File: config.mk
export PLATFORM = sky130hd
export DESIGN_NAME = iter_shift_unit
export DESIGN_NICKNAME = d
export VERILOG_FILES = /design/src/rtl/iter_shift_pkg.sv /design/src/rtl/iter_shift_step.sv /design/src/rtl/iter_shift_unit.sv
export SDC_FILE = /design/constraint.sdc
export NUM_CORES = 1
export LEC_CHECK = 0
export ABC_CLOCK_PERIOD_IN_PS = 1530
export BUFFER_PORTS_ARGS = -buffer_cell sky130_fd_sc_hd__buf_2
export CAP_MARGIN = 20
export CORE_MARGIN = 10
export CORE_UTILIZATION = 51
export CTS_BUF_LIST = sky130_fd_sc_hd__clkbuf_4 sky130_fd_sc_hd__clkbuf_8 sky130_fd_sc_hd__clkbuf_16
export CTS_CLUSTER_DIAMETER = 40
export CTS_CLUSTER_SIZE = 24
export DETAILED_ROUTE_END_ITERATION = 10
export PLACE_DENSITY = 0.81
export SETUP_SLACK_MARGIN = 0.05
export SLEW_MARGIN = 20
export SYNTH_ARGS = -nofsm -noshare
export SYNTH_HDL_FRONTEND = slang
export SYNTH_HIERARCHICAL = 1
export SYNTH_SLANG_ARGS = --single-unit
File: constraint.sdc
create_clock -name clk -period 1.53 [get_ports clk]
set_input_delay 0.0765 -clock clk [delete_from_list [all_inputs] [get_ports clk]]
set_output_delay 0.0765 -clock clk [all_outputs]
set_load 0.005 [all_outputs]
File: src/rtl/iter_shift_pkg.sv
// Shared encodings and default widths for the iterative one-bit-per-cycle shifter.
package iter_shift_pkg;

  localparam int DEFAULT_DATA_W  = 32;
  localparam int DEFAULT_REG_AW  = 5;
  localparam int DEFAULT_SHAMT_W = 5;

  localparam logic [1:0] OP_SHLL = 2'b00;
  localparam logic [1:0] OP_SHRL = 2'b01;
  localparam logic [1:0] OP_SHRA = 2'b10;
  localparam logic [1:0] OP_PASS = 2'b11;

  typedef enum logic [1:0] {
    IDLE  = 2'd0,
    SHIFT = 2'd1,
    WB    = 2'd2
  } state_t;

endpackage

File: src/rtl/iter_shift_step.sv
// Combinational single-bit shift of a word; op selects left, logical right or arithmetic right.
module iter_shift_step
  import iter_shift_pkg::*;
#(
  parameter int DATA_W = DEFAULT_DATA_W
) (
  input  logic [DATA_W-1:0] data,
  input  logic [1:0]        op,
  output logic [DATA_W-1:0] result
);

  always_comb begin
    result = data;
    case (op)
      OP_SHLL: result = {data[DATA_W-2:0], 1'b0};
      OP_SHRL: result = {1'b0, data[DATA_W-1:1]};
      OP_SHRA: result = {data[DATA_W-1], data[DATA_W-1:1]};
      default: result = data;
    endcase
  end

endmodule

File: src/rtl/iter_shift_unit.sv
// Multi-cycle shifter feeding the register-file write port; shifts one bit per clock
// and presents the result for exactly one write-back cycle.
module iter_shift_unit
  import iter_shift_pkg::*;
#(
  parameter int DATA_W  = DEFAULT_DATA_W,
  parameter int REG_AW  = DEFAULT_REG_AW,
  parameter int SHAMT_W = DEFAULT_SHAMT_W
) (
  input  logic               clk,
  input  logic               rst,
  input  logic               start,
  input  logic [1:0]         op,
  input  logic [DATA_W-1:0]  src_val,
  input  logic               amt_sel,
  input  logic [SHAMT_W-1:0] imm_amt,
  input  logic [DATA_W-1:0]  reg_amt,
  input  logic [REG_AW-1:0]  dest_addr,
  output logic               busy,
  output logic               done,
  output logic               wr_en,
  output logic [REG_AW-1:0]  wr_addr,
  output logic [DATA_W-1:0]  wr_data
);

  // Handshake: start is a request pulse honoured only in IDLE; there is no ready
  // signal, so the issuer must watch busy. The result is valid exactly while wr_en=1.

  state_t             state;
  logic [SHAMT_W-1:0] count;
  logic [DATA_W-1:0]  data_q;
  logic [1:0]         op_q;
  logic [REG_AW-1:0]  dest_q;
  logic [SHAMT_W-1:0] start_amt;
  logic [DATA_W-1:0]  step_out;

  // Only the low SHAMT_W bits of the register amount carry meaning.
  logic unused_reg_amt_hi;
  assign unused_reg_amt_hi = ^reg_amt[DATA_W-1:SHAMT_W];

  always_comb begin
    start_amt = amt_sel ? reg_amt[SHAMT_W-1:0] : imm_amt;
    if (op == OP_PASS) start_amt = '0;
  end

  iter_shift_step #(
    .DATA_W(DATA_W)
  ) u_step (
    .data  (data_q),
    .op    (op_q),
    .result(step_out)
  );

  always_ff @(posedge clk) begin
    if (!rst) begin
      state  <= IDLE;
      count  <= '0;
      data_q <= '0;
      op_q   <= OP_SHLL;
      dest_q <= '0;
    end else begin
      case (state)
        IDLE: begin
          if (start) begin
            data_q <= src_val;
            op_q   <= op;
            dest_q <= dest_addr;
            count  <= start_amt;
            state  <= (start_amt == '0) ? WB : SHIFT;
          end
        end
        SHIFT: begin
          data_q <= step_out;
          count  <= count - 1'b1;
          if (count == SHAMT_W'(1)) state <= WB;
        end
        WB:      state <= IDLE;
        default: state <= IDLE;
      endcase
    end
  end

  // Write port is driven straight from state and the latched registers, so it
  // holds steady for the whole WB cycle and keeps its last values in IDLE.
  assign busy    = (state != IDLE);
  assign wr_en   = (state == WB);
  assign done    = wr_en;
  assign wr_addr = dest_q;
  assign wr_data = data_q;

endmodule

# --- Word-level counts from Yosys, hierarchy flattened ---
# Index checks and enable logic that the tools add are counted.
totals:
  reg_bits: 46
  out_inout_bits: 40
  wordCells: 39
classes:
  n_addsub: 1
  n_eq_ne: 11
  mux: 11
  reduce_logical: 10
ops:
  columns: ["cell", "count"]
  rows:
  - ["one-hot mux 32 bit (3 select lines)", 1]
  - ["one-hot mux 32 bit (2 select lines)", 1]
  - ["two-way mux 32 bit", 1]
  - ["two-way mux 5 bit", 3]
  - ["one-hot mux 5 bit (2 select lines)", 1]
  - ["== test 2 bit (second input constant)", 3]
  - ["two-way mux 2 bit", 3]
  - ["!= test 2 bit (second input constant)", 3]
  - ["AND reduction 2 bit", 3]
  - ["== test 5 x 1 -> 1 bit (second input constant)", 1]
  - ["zero test 5 bit", 1]
  - ["subtractor 5 x 1 -> 5 bit (second input constant)", 1]
  - ["== test 2 x 1 -> 1 bit (second input constant)", 2]
  - ["zero test 2 bit", 2]
  - ["!= test 4 x 1 -> 1 bit (second input constant)", 1]
  - ["one-hot mux 2 bit (2 select lines)", 1]
  - ["AND reduction 4 bit", 1]
  - ["nonzero test 2 bit", 2]
  - ["!= test 3 x 1 -> 1 bit (second input constant)", 1]
  - ["AND reduction 3 bit", 1]

# --- Longest topological paths before layout ---
# Gate-level depths: netlist (run 1).
logic_depth:
  depth_word: 6
  mapped_depth: 7
  mapped_depth_nobuf: 5

# --- By module ---
# Netlist (run 1), hierarchy kept.
modules_own_cells:
  columns: ["mod", "instances", "cells_each", "area_each_um2", "seq_area_each_um2"]
  rows:
  - ["iter_shift_unit", 1, 243, 2312.2, 920.9]
  - ["iter_shift_step", 1, 106, 1083.5, 0.0]

# --- Least setup slack after synthesis (run 1) ---
# OpenSTA, ideal clock, no wires.
synth_timing:
  path_type: "flip-flop to flip-flop"
  start: "reg op_q[0]"
  end: "reg data_q[17], in the netlist wr_data[17]"
  t_arrival_ns: 1.206
  required_ns: 1.414
  setup_slack_ns: 0.207
  path_stages_with_launch: 8
  synth_period_minus_slack_ns: 1.323
  cell_sequence: "dfxtp_1 > buf_6 > buf_8 > mux2i_1 > mux2i_1 > mux2i_1 > nand2_1 > o211a_1"
synth_between:
  elab_chain_cells: 3
  word_cells_on_any_way: 7
  classes_between: "eq/ne (3); mux (2); reduce/logical (2)"
synth_lines:
  columns: ["element", "line_no", "text"]
  rows:
  - ["from (decl)", "iter_shift_unit.sv:32", "logic [1:0] op_q;"]
  - ["from (signal assigned)", "iter_shift_unit.sv:66", "op_q <= op;"]
  - ["== test 2 bit, or another cell as far along", "iter_shift_step.sv:14", "case (op)"]
  - ["one-hot mux 32 bit (3 select lines) *", "iter_shift_step.sv:14", null]
  - ["named net step_out[17]", "iter_shift_unit.sv:35", "logic [DATA_W-1:0] step_out;"]
  - ["one-hot mux 32 bit (2 select lines) *", "iter_shift_unit.sv:62", "case (state)"]
  - ["to (signal assigned)", "iter_shift_unit.sv:65", "data_q <= src_val;"]
  - ["to (signal assigned)", "iter_shift_unit.sv:73", "data_q <= step_out;"]
  - ["to (decl)", "iter_shift_unit.sv:31", "logic [DATA_W-1:0] data_q;"]
# The timed path passes the listed nets; every way through them passes the cells marked *.
# A chain may end at the register's enable or synchronous reset.

# --- Final worst setup path (run 1) ---
layout_timing:
  start: "reg op_q[0]"
  end: "reg data_q[1], in the netlist wr_data[1]"
# Same word-level chain as after synthesis.

==> results of run 1 <==
==> cells in the mapped netlist <==
| cell type | number | share of area |
|---|---|---|
| a21boi_1 | 1 | 0.0022 |
| buf_4 | 3 | 0.0066 |
| nor2b_1 | 2 | 0.0037 |
| o31ai_1 | 1 | 0.0022 |
| and3_1 | 1 | 0.0018 |
| and2_1 | 2 | 0.0037 |
| a21boi_0 | 8 | 0.018 |
| o2111a_1 | 1 | 0.0033 |
| buf_8 | 1 | 0.0044 |
| nand3b_1 | 1 | 0.0022 |
| nor3b_1 | 3 | 0.0066 |
| nand4b_1 | 1 | 0.0026 |
| buf_2 | 8 | 0.012 |
| nor2_2 | 1 | 0.0018 |
| a22o_1 | 1 | 0.0026 |
| o21ai_0 | 5 | 0.0074 |
| nor3_1 | 1 | 0.0015 |
| mux2i_1 | 129 | 0.38 |
| nand2b_1 | 2 | 0.0037 |
| buf_12 | 8 | 0.047 |
| a31oi_1 | 1 | 0.0018 |
| dfxtp_1 | 46 | 0.27 |
| buf_6 | 2 | 0.0066 |
| buf_1 | 2 | 0.0022 |
| ha_1 | 2 | 0.0074 |
| a21oi_1 | 6 | 0.0088 |
| inv_1 | 3 | 0.0033 |
| o2bb2ai_1 | 1 | 0.0026 |
| nand2_1 | 50 | 0.055 |
| nand3_1 | 4 | 0.0059 |
| nor2_1 | 8 | 0.0088 |
| o211a_1 | 32 | 0.094 |
| clkbuf_1 | 9 | 0.0099 |
| nor2b_4 | 1 | 0.0041 |
| o211ai_1 | 2 | 0.0044 |
==> power breakdown <==
| part | switching, uW | internal [uW] | leakage (uW) |
|---|---|---|---|
| Combinational | 690 | 781 | 0.00153 |
| Sequential | 228 | 1360 | 0.000383 |
| Clock | 404 | 383 | 0.0000517 |
| Total | 1320 | 2520 | 0.00197 |
==> worst max-delay path, delay by kind of cell, from the launching register on <==
kind                   cells  cell delay (ps)
multiplexers               3              460
AND/OR/NAND/NOR            1               70
flip-flops                 1              360
buffers and inverters      2              320
AO/OA/AOI/OAI              1              120
==> path summary, 6_finish.rpt <==
path                                 start    endpoint  slack [ps]
worst max-delay path               op_q[0]  wr_data[1]          90
worst min-delay path                 op[0]     op_q[0]          30
worst max register to register     op_q[0]  wr_data[1]          90
worst min register to register  wr_addr[1]  wr_addr[1]         470
==> timing repair <==
action | in CTS | in global routing
gates resized for setup | 0 | 3
buffers inserted | 0 | 3
endpoints found under the setup margin | 0 | 5
==> routing by layer <==
layer,vias to the layer above,global-route usage
met5,-,0
met4,0,0.0484
met3,16,0.0361
met2,84,0.293
met1,1422,0.174
li1,1437,-
==> flip-flops by register name (all words and copies together) (netlist names) <==
signal,count
wr_addr,5
op_q,2
wr_data,32
count,5
state,2
==> logic make-up (layout without fill, tap and decap cells) <==
group | Yosys count | in the layout
muxes | 129 | 129
adders and majority gates | 2 | 2
buffers and inverters | 36 | 125
AOI/OAI and AO/OA | 59 | 59
DFF | 46 | 46
and+or+nand+nor | 77 | 77
==> through the flow <==
| stage | cells | util | total power (uW) |
|---|---|---|---|
| 2_1_floorplan | 349 | - | 2580 |
| 3_3_place_gp | 499 | 0.606 | 2920 |
| 3_5_place_dp | 499 | 0.606 | 2990 |
| 4_1_cts | 507 | 0.621 | 3780 |
| 5_1_grt | 515 | 0.648 | 4080 |
| 6_report | 515 | 0.648 | 3840 |
==> area by class of cell <==
cell class                      count  area share
Clock buffer                        7      0.0217
Clock inverter                      1     0.00120
Inverter                            3     0.00271
Multi-Input combinational cell    267       0.524
Sequential cell                    46       0.223
Tap cell                           77      0.0232
Timing Repair Buffer              114       0.205
==> load_flow_metrics.sql, run 1 <==
INSERT INTO impl_metrics (metric_group, metric, value, unit) VALUES
('status', 'run_status', 'finished, final reports clean', ''),
('sta', 'clock.fmax', '0.696', 'GHz'),
('synthesis', 'ys_warn_count', '6', ''),
('cells_and_area', 'multiInputGateArea', '2180', 'sq um'),
('grt', 'grt_overflow', '0', ''),
('cells_and_area', 'layout-drive-gt1-share', '0.290', ''),
('sta', 'timing.max_slew.rel_slack', '0.804', ''),
('min_path', 'min_path_cells', '3', ''),
('floorplan', 'rows', '29', ''),
('place', 'gpl.final_weighted_congestion', '0.808', ''),
('sta', 'setup_total_negative_slack', '0', 'ps'),
('clocking', 'clock_tree.root_cell', 'clkbuf_8', ''),
('floorplan', 'design.die.area', '10300', 'sq um'),
('cells_and_area', 'layout-area-overhead-vs-synth', '22.5', '%'),
('clocking', 'clk-insertion-delay-late', '290', 'ps'),
('detailed_routing', 'post-route-drc-count', '0', ''),
('grt', 'first_global_vias', '3066', ''),
('min_path', 'min_path_type', 'primary input to flip-flop', ''),
('floorplan', 'chipHeight', '102', 'microns'),
('floorplan', 'core_area', '6420', 'sq um'),
('sta', 'timing.hold.ws', '30.3', 'ps'),
('power', 'max-vdd-ir-drop', '0.448', 'mV'),
('place', 'place_worst_setup_slack', '109', 'ps'),
('critical_path', 'max_stage_delay', '360', 'ps'),
('place', 'dp_hpwl', '6280', 'microns'),
('cells_and_area', 'finish.instance_area', '4160', 'sq um'),
('sta', 'period_minus_slack', '1440', 'ps'),
('detailed_routing', 'drt-total-wl', '8960', 'microns'),
('synthesis', 'synth.net_count', '431', ''),
('critical_path', 'critical_path_required', '1710', 'ps'),
('cells_and_area', 'antenna-diode-count', '0', ''),
('grt', 'number_of_antenna_violations_at_the_first_check_in_global_routing', '0', ''),
('sta', 'maxSlewViolCount', '0', ''),
('synthesis', 'synth_seq_cells', '46', ''),
('synthesis', 'syn_inst', '349', ''),
('cells_and_area', 'seqCellArea', '926', 'sq um'),
('sta', 'clock_skew', '9.27', 'ps'),
('critical_path', 'arrival', '1620', 'ps'),
('synthesis', 'yosys.cell_types.count', '35', ''),
('detailed_routing', 'route.top_layer_used', 'met4', ''),
('job', 'cap_viol_max_count', '0', ''),
('sta', 'timing_hold_violations_final', '0', ''),
('floorplan', 'die-width', '102', 'microns'),
('detailed_routing', 'drt-initial-drc-count', '103', ''),
('clocking', 'clock_path_buffers', '2', ''),
('sta', 'final-setup-viol-count', '0', ''),
('clocking', 'cts.reportedPaths.clkPinSlew', '80', 'ps'),
('sta', 'fin_crit_sh', '0.939', ''),
('grt', 'first_pass_grt_wire_length', '13900', 'microns'),
('synthesis', 'seq_total_area_yosys', '0.271', ''),
('detailed_routing', 'wl_met1', '3780', 'microns'),
('critical_path', 'crit_path_start_kind', 'flip-flop', ''),
('detailed_routing', 'ant_nets', '0', ''),
('floorplan', 'floorplan.io_pins', '120', ''),
('place', 'dpl-instance-area', '3890', 'sq um'),
('detailed_routing', 'dr.pass1.iters', '4', ''),
('grt', 'grtUsageTotal', '0.158', ''),
('clocking', 'clock-sinks', '46', ''),
('floorplan', 'start_util', '0.529', ''),
('synthesis', 'synth-compound-area-share', '0.147', ''),
('clocking', 'cts_tree', 'yes', ''),
('clocking', 'cts-buffers-inserted', '5', ''),
('clocking', 'h-tree-depth', '2', ''),
('synthesis', 'netlist_area', '3400', 'sq um'),
('detailed_routing', 'via_per_inst', '5.75', ''),
('critical_path', 'r2r.worst_path.cells', '7', ''),
('detailed_routing', 'post_drt_wl_per_cell', '17.4', 'microns'),
('synthesis', 'synth.avg_cell_area', '9.73', 'sq um'),
('grt', 'grt_max_degree', '36', ''),
('synthesis', 'synth_adder_area_share', '0.00737', ''),
('clocking', 'ctsHoldBuffers', '0', '');
Power figures use the tool's default switching activity.
==> run 2: changes to the inputs <==
- ABC_AREA: default -> 0
- CORE_UTILIZATION: 51 -> 52
- CTS_BUF_LIST: sky130_fd_sc_hd__clkbuf_4 sky130_fd_sc_hd__clkbuf_8 sky130_fd_sc_hd__clkbuf_16 -> sky130_fd_sc_hd__clkbuf_2 sky130_fd_sc_hd__clkbuf_4 sky130_fd_sc_hd__clkbuf_8
- GPL_ROUTABILITY_DRIVEN: default -> 0
- PLACE_DENSITY: 0.81 -> 0.83
==> run 2 against run 1 <==
Worst setup slack improved by 27 ps; non-clock buffer count decreased by 8; clock skew decreased by 2.5 ps; wire length decreased by 7.8%; flip-flop and latch count unchanged; largest power group unchanged.
==> load_flow_metrics.sql, run 2 (synthesized netlist as in run 1, its figures left out) <==
INSERT INTO impl_metrics (metric_group, metric, value, unit) VALUES
('critical_path', 'critical_path_required', '1720', 'ps'),
('sta', 'clock.fmax', '0.710', 'GHz'),
('grt', 'grt_overflow', '0', ''),
('detailed_routing', 'post_drt_wl_per_cell', '16.3', 'microns'),
('detailed_routing', 'ant_nets', '0', ''),
('clocking', 'ctsHoldBuffers', '0', ''),
('clocking', 'post_cts_resized', '0', ''),
('clocking', 'clock_tree.root_cell', 'clkbuf_8', ''),
('critical_path', 'path_delay_family', 'multiplexers', ''),
('sta', 'clock_skew', '6.78', 'ps'),
('detailed_routing', 'route.met3.wl', '384', 'microns'),
('cells_and_area', 'fill_cells', '556', ''),
('job', 'cap_viol_max_count', '0', ''),
('cells_and_area', 'layout_common_cells', 'mux2i_1, buf_2, nand2_1', ''),
('detailed_routing', 'drt-total-wl', '8250', 'microns'),
('sta', 'fin_crit_sh', '0.921', ''),
('critical_path', 'arrival', '1600', 'ps'),
('power', 'post-layout-total-power', '3830', 'uW'),
('detailed_routing', 'via_per_inst', '5.59', ''),
('place', 'place_worst_setup_slack', '134', 'ps'),
('power', 'max-vdd-ir-drop', '0.534', 'mV'),
('detailed_routing', 'dr.pass1.iters', '4', ''),
('cells_and_area', 'layout-drive-gt1-share', '0.279', ''),
('floorplan', 'start_util', '0.535', ''),
('floorplan', 'design.die.area', '10200', 'sq um'),
('place', 'io_buffers', '92', ''),
('critical_path', 'critical_path.endpoint_type', 'flip-flop', ''),
('place', 'count_of_placed_standard_cells_including_taps', '499', ''),
('critical_path', 'worst_path_slowest_cell', 'dfxtp_4', ''),
('detailed_routing', 'drt-initial-drc-count', '138', ''),
('sta', 'timing_hold_violations_final', '0', ''),
('cells_and_area', 'finish.instance_area', '3960', 'sq um'),
('critical_path', 'worst-setup-path-type', 'flip-flop to flip-flop', ''),
('sta', 'maxSlewViolCount', '0', ''),
('sta', 'setup_total_negative_slack', '0', 'ps'),
('critical_path', 'critPathMaxFanout', '30', ''),
('sta', 'tightestPinTransition', '241', 'ps'),
('cells_and_area', 'antenna-diode-count', '0', ''),
('grt', 'first_pass_grt_wire_length', '13600', 'microns'),
('detailed_routing', 'via_count', '2833', ''),
('place', 'dp_hpwl', '6090', 'microns'),
('place', 'dpl-instance-area', '3840', 'sq um'),
('critical_path', 'crit_path_frequent_cell', 'mux2i_1', ''),
('power', 'leakage', '0.00189', 'uW'),
('sta', 'layout_setup_ws', '121', 'ps'),
('clocking', 'cts.reportedPaths.clkPinSlew', '90', 'ps'),
('power', 'total_power_per_unit_cell_area', '969', 'nW/um^2'),
('floorplan', 'rows', '29', ''),
('clocking', 'cts_setup_buffers', '0', ''),
('grt', 'first_global_vias', '2886', ''),
('sta', 'timing.max_slew.rel_slack', '0.835', ''),
('critical_path', 'critical_path.n_buffers_inverters', '1', ''),
('sta', 'grt_setup_unrepaired', 'yes', ''),
('detailed_routing', 'post-route-drc-count', '0', ''),
('cells_and_area', 'largest_register_ffs', '32', ''),
('status', 'run_status', 'finished, final reports clean', ''),
('cells_and_area', 'most_common_cell_after_layout_fill_and_taps_aside', 'mux2i_1', ''),
('clocking', 'cts_tree', 'yes', ''),
('floorplan', 'core_area', '6350', 'sq um'),
('floorplan', 'die-width', '101', 'microns'),
('detailed_routing', 'wl_met1', '3450', 'microns'),
('floorplan', 'floorplan.io_pins', '120', ''),
('clocking', 'h-tree-depth', '2', ''),
('clocking', 'clk-insertion-delay-late', '290', 'ps'),
('cells_and_area', 'finish.cell_count_without_fillers', '507', ''),
('sta', 'period_minus_slack', '1410', 'ps'),
('min_path', 'min_path_cells', '3', ''),
('detailed_routing', 'met2WireLength', '4310', 'microns'),
('clocking', 'clock-sinks', '46', ''),
('detailed_routing', 'route.top_layer_used', 'met4', ''),
('grt', 'number_of_antenna_violations_at_the_first_check_in_global_routing', '0', ''),
('critical_path', 'crit_path_start_kind', 'flip-flop', ''),
('critical_path', 'worstPathCellList', 'buf_12 > mux2i_1 > mux2i_1 > mux2i_1 > nand2_1 > o211a_1', ''),
('sta', 'final-setup-viol-count', '0', ''),
('critical_path', 'r2r.worst_path.cells', '6', ''),
('clocking', 'clock_path_buffers', '2', ''),
('cells_and_area', 'design.final.nets', '511', ''),
('min_path', 'min_path_type', 'primary input to flip-flop', ''),
('cells_and_area', 'layout-area-overhead-vs-synth', '16.5', '%'),
('grt', 'grt_max_degree', '40', ''),
('clocking', 'cts-buffers-inserted', '5', ''),
('grt', 'grtUsageTotal', '0.156', ''),
('floorplan', 'chipHeight', '101', 'microns'),
('critical_path', 'logic_depth_of_the_worst_path_buffers_included', '6', ''),
('critical_path', 'max_stage_delay', '390', 'ps');
-- run 2: per-stage QoR --
stage               hold WS (ps)   util
floorplan                    221      -
global placement             326  0.605
detailed placement           333  0.605
CTS                         6.84  0.622
global route                28.1  0.623
finish                      16.6  0.623
-- run 2: final timing paths --
path	start	endpoint	slack (ps)
min	dest_addr[2]	wr_addr[2]	20
min reg2reg	wr_addr[1]	wr_addr[1]	470
max reg2reg	op_q[0]	wr_data[26]	120
max	op_q[0]	wr_data[26]	120
-- run 2: area by class of cell --
type | count | area (sq um) | share of cell area
well taps | 77 | 96.3 | 0.0244
inverters | 3 | 11.3 | 0.00285
flip-flops and latches | 46 | 926 | 0.234
repair buffers | 106 | 641 | 0.162
multi-input cells | 267 | 2170 | 0.549
clock inverters | 3 | 40.0 | 0.0101
clock buffers | 5 | 68.8 | 0.0174
-- run 2: power breakdown --
group	internal [uW]	switching (uW)
combinational	699	652
sequential	1360	223
clock	481	418
-- run 2: tightest hold or removal path, cell delays in order --
cell,delay [ps]
buf_2,90
nand2_1,40
a21boi_0,60
-- run 2: per-layer routing --
metal / GRT usage / vias up
met5: 0 / -
met4: 0.0380 / 0
met3: 0.0384 / 10
met2: 0.284 / 58
met1: 0.177 / 1337
li1: - / 1428
==> run 3: changes to the inputs <==
- ABC_AREA: 0 -> 1
- CORE_UTILIZATION: 52 -> 50
==> run 3 against run 2 <==
Power fell by 8.2%; synthesized area fell by 17%; largest power group unchanged; wire length fell by 2.5%; fmax rose by 7.1%; combinational power fell by 12%; worst hold slack got worse by 5.6 ps; critical path depth rose by 3; global-route usage rose by 2.0 points; worst setup slack improved by 93 ps; synthesized cell count rose by 26%.
==> load_flow_metrics.sql, run 3 <==
INSERT INTO impl_metrics (metric_group, metric, value, unit) VALUES
('critical_path', 'worst_setup_path_startpoint', 'state[1]', ''),
('cells_and_area', 'layout-area-overhead-vs-synth', '22.7', '%'),
('clocking', 'cts_tree', 'yes', ''),
('clocking', 'clk-insertion-delay-late', '300', 'ps'),
('power', 'max-vdd-ir-drop', '0.634', 'mV'),
('critical_path', 'critical_path.n_buffers_inverters', '3', ''),
('clocking', 'clock-sinks', '46', ''),
('clocking', 'clock_path_buffers', '2', ''),
('grt', 'number_of_antenna_violations_at_the_first_check_in_global_routing', '1', ''),
('cells_and_area', 'layout_common_cells', 'nand2_1, buf_2, nand3_1', ''),
('clocking', 'cts_setup_buffers', '0', ''),
('sta', 'maxSlewViolCount', '0', ''),
('sta', 'timing.hold.ws', '11.0', 'ps'),
('floorplan', 'start_util', '0.512', ''),
('min_path', 'min_path_type', 'primary input to flip-flop', ''),
('clocking', 'cts.reportedPaths.clkPinSlew', '80', 'ps'),
('sta', 'grt_setup_unrepaired', 'no', ''),
('power', 'total_power_per_unit_cell_area', '1020', 'nW/um^2'),
('sta', 'clock.fmax', '0.760', 'GHz'),
('detailed_routing', 'post-route-drc-count', '0', ''),
('sta', 'setup_total_negative_slack', '0', 'ps'),
('critical_path', 'max_stage_delay', '330', 'ps'),
('cells_and_area', 'fill_cells', '531', ''),
('floorplan', 'floorplan.io_pins', '120', ''),
('floorplan', 'design.die.area', '9000', 'sq um'),
('status', 'run_status', 'finished, final reports clean', ''),
('synthesis', 'synth.top_cells.by_count', 'nand2_1, nand3_1, dfxtp_1, o21ai_0, a31oi_1', ''),
('place', 'dp_hpwl', '5800', 'microns'),
('sta', 'clock_skew', '5.54', 'ps'),
('critical_path', 'critical_path.endpoint_type', 'flip-flop', ''),
('grt', 'grt_max_degree', '37', ''),
('synthesis', 'syn_inst', '441', ''),
('critical_path', 'critPathMaxFanout', '31', ''),
('synthesis', 'synth_edf_count', '0', ''),
('place', 'io_buffers', '92', ''),
('sta', 'fin_crit_sh', '0.860', ''),
('critical_path', 'r2r.worst_path.cells', '9', ''),
('job', 'cap_viol_max_count', '0', ''),
('cells_and_area', 'finish.instance_area', '3440', 'sq um'),
('synthesis', 'synth.most_common_cell', 'nand2_1', ''),
('detailed_routing', 'dr.pass1.iters', '4', ''),
('critical_path', 'critical_path_required', '1730', 'ps'),
('synthesis', 'yosys.cell_types.count', '25', ''),
('synthesis', 'synth_seq_cells', '46', ''),
('sta', 'timing.max_slew.rel_slack', '0.709', ''),
('floorplan', 'chipHeight', '94.9', 'microns'),
('min_path', 'hold_path_startpoint', 'dest_addr[3]', ''),
('cells_and_area', 'layout-drive-gt1-share', '0.235', ''),
('detailed_routing', 'drt-total-wl', '8050', 'microns'),
('clocking', 'h-tree-depth', '2', ''),
('synthesis', 'netlist_area', '2800', 'sq um'),
('critical_path', 'worst_path_slowest_cell', 'dfxtp_1', ''),
('sta', 'final-setup-viol-count', '0', ''),
('clocking', 'cts-buffers-inserted', '5', ''),
('sta', 'period_minus_slack', '1320', 'ps'),
('critical_path', 'worst-setup-path-type', 'flip-flop to flip-flop', ''),
('min_path', 'worstHoldEndpoint', 'wr_addr[3]', ''),
('grt', 'grt_overflow', '0', ''),
('critical_path', 'crit_path_frequent_cell', 'nand2_1', ''),
('detailed_routing', 'drt-initial-drc-count', '262', ''),
('detailed_routing', 'ant_nets', '0', ''),
('synthesis', 'dominantRegCellSynth', 'dfxtp_1', ''),
('cells_and_area', 'multiInputGateArea', '1600', 'sq um'),
('cells_and_area', 'largest_register_ffs', '32', ''),
('critical_path', 'regToRegSetupSlack', '210', 'ps'),
('synthesis', 'synth.largest_area_cell', 'dfxtp_1', ''),
('power', 'leakage', '0.00169', 'uW'),
('cells_and_area', 'design.final.nets', '604', ''),
('cells_and_area', 'most_common_cell_after_layout_fill_and_taps_aside', 'nand2_1', ''),
('sta', 'tightestPinTransition', '436', 'ps'),
('clocking', 'clock_tree.root_cell', 'clkbuf_8', ''),
('critical_path', 'timing.rr.end', 'count[2]', ''),
('critical_path', 'worstPathCellList', 'inv_2 > nand2_8 > nand2_4 > buf_12 > o21ai_2 > nand2_1 > o211ai_2 > nand2_1 > inv_1', ''),
('synthesis', 'ys_async_sr_fraction', '0', ''),
('synthesis', 'top_cell_type_s_share_of_synthesized_area', '0.328', ''),
('grt', 'first_global_vias', '3065', ''),
('critical_path', 'regToRegStartpoint', 'state[1]', ''),
('critical_path', 'path_delay_family', 'simple AND/OR/NAND/NOR gates', ''),
('floorplan', 'rows', '27', ''),
('critical_path', 'arrival', '1520', 'ps'),
('grt', 'first_pass_grt_wire_length', '13400', 'microns'),
('place', 'dpl-instance-area', '3310', 'sq um'),
('grt', 'grtUsageTotal', '0.176', ''),
('floorplan', 'die-width', '94.9', 'microns'),
('synthesis', 'ys_warn_count', '6', ''),
('min_path', 'min_path_cells', '3', ''),
('synthesis', 'synth.net_count', '523', ''),
('synthesis', 'seq_total_area_yosys', '0.328', ''),
('detailed_routing', 'post_drt_wl_per_cell', '13.5', 'microns'),
('detailed_routing', 'via_count', '3150', ''),
('critical_path', 'crit_path_start_kind', 'flip-flop', ''),
('floorplan', 'core_area', '5470', 'sq um'),
('detailed_routing', 'via_per_inst', '5.29', ''),
('sta', 'timing_hold_violations_final', '0', ''),
('synthesis', 'synth_area_leaders', 'dfxtp_1, nand2_1, nand3_1', ''),
('synthesis', 'synth.avg_cell_area', '6.36', 'sq um'),
('cells_and_area', 'seqCellArea', '921', 'sq um');
[run 3: cell count changes after synthesis, moves of 13 or more]
cell     change
a31oi_1     +31
mux2i_1    -129
o211a_1     -32
inv_1       +13
nand2_1    +107
nor2_1      +15
nand3_1     +68
o21ai_0     +33
[run 3: power breakdown]
part	switching [uW]	leakage, uW	internal (uW)
clock	424	0.0000472	364
sequential	177	0.000382	1360
combinational	679	0.00126	513
[run 3: timing repair]
action                                 4_1_cts  5_1_grt
hold buffers                                 3        0
endpoints found under the hold margin        3        0
resized for setup                            1        2
pin swaps                                    0        0
setup endpoints to repair                    4       10
[run 3: final cells by class]
| type | instances | share of cell area |
|---|---|---|
| multi-input combinational | 342 | 0.465 |
| sequential | 46 | 0.268 |
| timing repair buffer | 105 | 0.186 |
| inverter | 22 | 0.0269 |
| tap | 72 | 0.0262 |
| clock buffer | 6 | 0.0240 |
| clock inverter | 2 | 0.00364 |
| antenna | 1 | 0.000727 |
[run 3: kinds of logic (layout without fill, tap and decap cells)]
| logic type | Yosys count | in the layout | synth area share |
|---|---|---|---|
| AO/OA/AOI/OAI | 82 | 82 | 0.166 |
| XOR/XNOR | 1 | 1 | 0.00312 |
| adder cells (fa/ha/maj) | 2 | 2 | 0.00892 |
| buffers and inverters | 53 | 135 | 0.102 |
| flip-flops | 46 | 46 | 0.328 |
| other | 0 | 1 | 0 |
| AND/OR/NAND/NOR | 257 | 257 | 0.391 |
[run 3: stage by stage]
stage	setup slack [ps]	total power [uW]	utilization	instances
finish	214	3520	0.629	596
global route	71.7	3780	0.628	595
CTS	157	3550	0.628	595
detailed placement	61.3	2750	0.604	584
global placement	137	2710	0.604	584
floorplan	423	2340	-	441
[run 3: how the worst max path moves through the flow]
| stage | end | slack (ps) | depth (start not counted) |
|---|---|---|---|
| 4_1_cts | wr_data[8] | 160 | 6 |
| 5_1_grt | wr_data[16] | 70 | 6 |
| 6_report | count[2] | 210 | 9 |
| 3_3_place_gp | wr_data[3] | 140 | 6 |
| 2_1_floorplan | wr_data[1] | 420 | 7 |
| 3_5_place_dp | wr_data[8] | 60 | 6 |
[run 3: per-layer routing]
metal	vias up	share of wire	GRT usage	wire (microns)
met2	111	0.49	0.319	3920
met1	1398	0.40	0.191	3250
met3	6	0.10	0.0634	811
met5	-	0	0	0
li1	1635	-	-	-
met4	0	0.0077	0.0436	62
[run 3: worst min-delay path: stages]
cell	delay (ps)
buf_2	70
nor2_1	30
nor2_1	90
